### src/rtl/fc_layer_engine.sv
// rtl/fc_layer_engine.sv - fully-connected layer engine: LANES-wide MAC over CHUNKS chunks per neuron, bias, saturate.
// Optional macro FC_LAYER_RELU_EN clamps negative results to zero after saturation.
module fc_layer_engine #(
  parameter int DATA_WIDTH = 16,
  parameter int FRAC_BITS  = 8,
  parameter int IN_DIM     = 120,
  parameter int OUT_DIM    = 84,
  parameter int LANES      = 4,
  localparam int CHUNKS    = IN_DIM / LANES,
  localparam int IN_AW     = (CHUNKS > 1) ? $clog2(CHUNKS) : 1,
  localparam int W_AW      = (OUT_DIM * CHUNKS > 1) ? $clog2(OUT_DIM * CHUNKS) : 1,
  localparam int O_AW      = (OUT_DIM > 1) ? $clog2(OUT_DIM) : 1
) (
  input  logic                        clk,
  input  logic                        rst,
  input  logic                        start,
  output logic                        busy,
  output logic                        done,
  output logic [IN_AW-1:0]            in_addr,
  input  logic [LANES*DATA_WIDTH-1:0] in_data,
  output logic [W_AW-1:0]             w_addr,
  input  logic [LANES*DATA_WIDTH-1:0] w_data,
  output logic [O_AW-1:0]             bias_addr,
  input  logic [DATA_WIDTH-1:0]       bias_data,
  output logic                        out_wr_en,
  output logic [O_AW-1:0]             out_addr,
  output logic [DATA_WIDTH-1:0]       out_data
);

  localparam int ACC_W = 2 * DATA_WIDTH + $clog2(IN_DIM) + 1;

  localparam logic signed [ACC_W-1:0] SAT_MAX =
    {{(ACC_W - DATA_WIDTH + 1){1'b0}}, {(DATA_WIDTH - 1){1'b1}}};
  localparam logic signed [ACC_W-1:0] SAT_MIN =
    {{(ACC_W - DATA_WIDTH + 1){1'b1}}, {(DATA_WIDTH - 1){1'b0}}};

  typedef enum logic [2:0] {IDLE, MAC, DRAIN, WRITE, DONE} state_t;

  state_t                  state;
  logic                    rst_q;
  logic signed [ACC_W-1:0] acc;
  logic signed [ACC_W-1:0] lane_sum;
  logic signed [ACC_W-1:0] acc_sum;
  logic signed [ACC_W-1:0] biased;
  logic signed [ACC_W-1:0] shifted;
  logic [DATA_WIDTH-1:0]   result;

  always_comb begin
    lane_sum = '0;
    for (int j = 0; j < LANES; j++) begin
      lane_sum = lane_sum
               + ACC_W'($signed(in_data[j*DATA_WIDTH +: DATA_WIDTH]))
               * ACC_W'($signed(w_data[j*DATA_WIDTH +: DATA_WIDTH]));
    end
  end

  // acc_sum includes the chunk returning this cycle, so DRAIN can form the final result directly.
  assign acc_sum = acc + lane_sum;
  assign biased  = acc_sum + (ACC_W'($signed(bias_data)) <<< FRAC_BITS);
  assign shifted = biased >>> FRAC_BITS;

  always_comb begin
    if (shifted > SAT_MAX) begin
      result = {1'b0, {(DATA_WIDTH - 1){1'b1}}};
    end else if (shifted < SAT_MIN) begin
      result = {1'b1, {(DATA_WIDTH - 1){1'b0}}};
    end else begin
      result = shifted[DATA_WIDTH-1:0];
    end
`ifdef FC_LAYER_RELU_EN
    if (result[DATA_WIDTH-1]) begin
      result = '0;
    end
`endif
  end

  // rst_q blocks start on the first edge after reset release.
  always_ff @(posedge clk or negedge rst) begin
    if (!rst) begin
      state     <= IDLE;
      rst_q     <= 1'b0;
      acc       <= '0;
      busy      <= 1'b0;
      done      <= 1'b0;
      in_addr   <= '0;
      w_addr    <= '0;
      bias_addr <= '0;
      out_wr_en <= 1'b0;
      out_addr  <= '0;
      out_data  <= '0;
    end else begin
      rst_q     <= 1'b1;
      done      <= 1'b0;
      out_wr_en <= 1'b0;
      out_data  <= '0;
      case (state)
        IDLE: begin
          if (start && rst_q) begin
            state     <= MAC;
            busy      <= 1'b1;
            acc       <= '0;
            in_addr   <= '0;
            w_addr    <= '0;
            bias_addr <= '0;
          end
        end
        MAC: begin
          if (in_addr != '0) begin
            acc <= acc_sum;
          end
          if (in_addr != IN_AW'(CHUNKS - 1)) begin
            in_addr <= in_addr + 1'b1;
            w_addr  <= w_addr + 1'b1;
          end else begin
            state <= DRAIN;
          end
        end
        DRAIN: begin
          acc       <= acc_sum;
          state     <= WRITE;
          out_wr_en <= 1'b1;
          out_addr  <= bias_addr;
          out_data  <= result;
        end
        WRITE: begin
          acc <= '0;
          if (bias_addr != O_AW'(OUT_DIM - 1)) begin
            state     <= MAC;
            bias_addr <= bias_addr + 1'b1;
            in_addr   <= '0;
            w_addr    <= w_addr + 1'b1;
          end else begin
            state <= DONE;
            done  <= 1'b1;
          end
        end
        DONE: begin
          state <= IDLE;
          busy  <= 1'b0;
        end
        default: begin
          state <= IDLE;
          busy  <= 1'b0;
        end
      endcase
    end
  end

endmodule

### config.mk
export PLATFORM = sky130hd
export DESIGN_NAME = fc_layer_engine
export DESIGN_NICKNAME = d
export VERILOG_FILES = /design/src/rtl/fc_layer_engine.sv
export SDC_FILE = /design/constraint.sdc
export NUM_CORES = 2
export LEC_CHECK = 0
export CORE_MARGIN = 5
export CORE_UTILIZATION = 40
export DETAILED_ROUTE_END_ITERATION = 16
export PLACE_DENSITY = 0.56
export SLEW_MARGIN = 15
export SYNTH_ARGS = -nofsm -noshare
export SYNTH_HDL_FRONTEND = slang
export SYNTH_SLANG_ARGS = --single-unit
export TNS_END_PERCENT = 5
### constraint.sdc
create_clock -name clk -period 9.72 [get_ports clk]
set_input_delay 1.458 -clock clk [delete_from_list [all_inputs] [get_ports clk]]
set_output_delay 1.458 -clock clk [all_outputs]
set_load 0.005 [all_outputs]
==> flow_summary.json <==
{
  "die_area_um2": 130000,
  "worst_pin_slew_ns": 0.910,
  "finalHoldWorstSlack_ns": 0.489,
  "hold_path_depth": 2,
  "clock-root-buffer": "clkbuf_16",
  "crit_fanout": 13,
  "period_needed_ns": 12.46,
  "drt_iter0_markers": 1488,
  "cp.arrival_ns": 12.73,
  "syn_inst": 5039,
  "grt_use_total": 0.213,
  "max_slew_margin": 0.394,
  "synth_area_per_cell_um2": 9.74,
  "ys_top_cells_by_area": "fa_1, inv_1, ha_1, and2_1, dfrtp_1",
  "synthArstFlopShare": 1.00,
  "seq_area_frac_synth": 0.0479,
  "synth.net_count": 6905,
  "synth-edff-count": 0,
  "place_congestion": 0.889,
  "dp_hpwl_mm": 123,
  "cp_num_cells": 39,
  "synth-seq-cells": 94,
  "max_stage_delay_ns": 0.66,
  "drive_above_1_share": 0.135,
  "grt_overflow": 0,
  "met1Wirelength_mm": 62.5,
  "vias": 34600,
  "hold_violations": 0,
  "register_area_um2": 2350,
  "slowest_stage": "fa_2",
  "grt_pass1_vias": 39500,
  "synth_area_um2": 49100,
  "fillers": 11500,
  "insertion_delay_ns": 0.39,
  "dr.pass1.iters": 5,
  "start_util": 0.403,
  "antenna_found_initial": 9,
  "worst_slack_ns": -2.74,
  "cts.path.max_buffers": 2,
  "rr_worst_depth": 37,
  "grt_setup_unrepaired": "yes",
  "min_period_over_period": 1.28,
  "via_per_inst": 4.70,
  "grt_pass1_wl_mm": 219,
  "cts_tree": "yes",
  "cp_num_buf_inv": 8,
  "yosysTopAreaCellShare": 0.554,
  "clock_skew_ns": 0.0222,
  "multi_input_area_um2": 41300,
  "fp.coreArea_um2": 122000,
  "top_layer": "met5",
  "crit_top_cell": "fa_1",
  "min_path_type": "reg2reg",
  "synthToLayoutAreaGrowth_pct": 20.7,
  "core.rowCount": 128,
  "timing.fmax_ghz": 0.0802,
  "ant_nets": 0,
  "netlist.top_cell.by_area": "fa_1",
  "fp.dieH_um": 360,
  "wl_per_cell_um": 18.0,
  "dr_wl_met3_mm": 6.37,
  "cts_made_buffers": 9,
  "cts_sinks": 94,
  "htreeDepth": 3,
  "status": "complete, but fails checks",
  "die_w_um": 360,
  "yosysWarnings": 0,
  "placedCellCount": 7341,
  "critPathCaptureType": "register",
  "slew_viol_final": 0,
  "crit_type": "in2reg",
  "path_clk_slew_ns": 0.08,
  "synth_cell_types": 69,
  "port_buffers": 196,
  "violations": "negative setup slack",
  "synth_ff_type": "dfrtp_1",
  "drc_errors": 0,
  "worst_setup_path_start_kind": "input pin",
  "met2_length_mm": 61.6,
  "drt_wl_total_mm": 132,
  "io_pins": 197,
  "required_ns": 9.99,
  "finalSetupViolCount": 27,
  "layout.nets": 7605,
  "crit_family": "adder cells",
  "grt_max_degree": 67,
  "drv_cap": 0,
  "final_cells": 7372
}
[flip-flops by register name, indices dropped and copies added, names as in the netlist]
name / cells
out_data: 16
out_addr: 7
acc: 40
busy: 1
w_addr: 12
rst_q: 1
bias_addr: 7
done: 1
out_wr_en: 1
state: 3
in_addr: 5
[placed cells by master, fill, tap and decap left out, types with 10 or more instances in the layout]
master / n
fa_2: 29
o21ai_1: 13
a21oi_1: 58
a21oi_2: 10
xnor2_1: 44
ha_1: 357
nand4_1: 11
buf_4: 540
nand2_1: 540
dfrtp_1: 94
and2_1: 512
o21ai_0: 44
xor2_1: 31
dlygate4sd2_1: 33
a21o_1: 38
and3_1: 11
fa_1: 1330
a22o_1: 29
nor2_1: 98
buf_12: 97
nor3_1: 10
clkdlybuf4s50_1: 162
nand2b_1: 41
inv_1: 1402
nand3_1: 22
[cells by family after synthesis]
family / share of synthesized area
fa+ha+maj: 0.646
buf+inv: 0.120
simple gates: 0.132
compound gates: 0.0390
flops: 0.0479
xor+xnor: 0.0146
mux: 0.000841
other cells: 0.0000764
[metrics by stage]
step           setup slack [ns]   util  area, um^2  setup TNS, ns
3_5_place_dp              -3.48  0.481       58600         -67.96
3_3_place_gp              -3.50  0.481       58600         -68.28
4_1_cts                   -2.69  0.486       59200         -43.71
5_1_grt                   -3.13  0.486       59300         -55.04
6_report                  -2.74  0.486       59300         -44.83
2_1_floorplan             -2.04      -       49200         -30.95
[cells in the mapped netlist (all sizes together), types with 2 or more instances]
| master | number |
|---|---|
| a22o | 29 |
| inv | 1409 |
| nand2b | 41 |
| xor2 | 32 |
| nand3 | 23 |
| o21a | 7 |
| nand4 | 11 |
| buf | 8 |
| or2 | 5 |
| nor2b | 3 |
| a311oi | 7 |
| a21boi | 8 |
| or3 | 6 |
| o22ai | 3 |
| nand2 | 550 |
| or4 | 6 |
| clkbuf | 142 |
| xnor2 | 50 |
| a211o | 5 |
| o31ai | 7 |
| dfrtp | 94 |
| a41oi | 2 |
| o41ai | 4 |
| and2 | 519 |
| mux2i | 3 |
| a21o | 38 |
| a221o | 3 |
| nor2 | 102 |
| o21bai | 4 |
| a31o | 3 |
| o21ai | 61 |
| a21oi | 68 |
| ha | 360 |
| a221oi | 2 |
| fa | 1359 |
| nor3 | 11 |
| and3 | 13 |
| a211oi | 7 |
| o211ai | 3 |
| o211a | 3 |
| a311o | 2 |
| a31oi | 8 |
[worst paths after layout]
kind	from	endpoint	slack (ns)
max in group asynchronous	rst	w_addr[2]$_DFFE_PN0P_	7.41
worst min-delay path	out_addr[4]$_DFFE_PN0P_	out_addr[4]$_DFFE_PN0P_	0.49
worst min register to register	out_addr[4]$_DFFE_PN0P_	out_addr[4]$_DFFE_PN0P_	0.49
worst max-delay path	w_data[40]	out_data[2]$_DFF_PN0_	-2.74
worst max register to register	acc[15]$_DFFE_PN0P_	out_data[2]$_DFF_PN0_	-0.74
min in group asynchronous	rst	acc[38]$_DFFE_PN0P_	1.02
[timing repair]
item                                    CTS  global route
resized for setup                       122            12
pin swaps                                52             7
cloned                                    0             0
hold buffers                              0             0
endpoints found under the setup margin   33            32
buffers inserted                         12             0
[tightest hold or removal path: stages, from the launching register on]
cell and delay (ns):
dfrtp_1 0.35, nand2_1 0.05, nand2_1 0.06
[area by class of cell]
| class | instances | area share |
|---|---|---|
| diodes | 3 | 0.000127 |
| clock buffers | 9 | 0.00380 |
| clock inverters | 7 | 0.00125 |
| inverters | 1410 | 0.0893 |
| multi-input cells | 3385 | 0.697 |
| flip-flops and latches | 94 | 0.0397 |
| well taps | 1625 | 0.0343 |
| repair buffers | 839 | 0.135 |
[layer usage]
layer,GRT usage,vias up
met5,0,-
met4,0.0322,6
met3,0.0231,101
met2,0.350,756
met1,0.313,17900
li1,-,15900
Power is not shown: default switching activity piles up to over one toggle a cycle in this logic, so the estimate is an artifact.
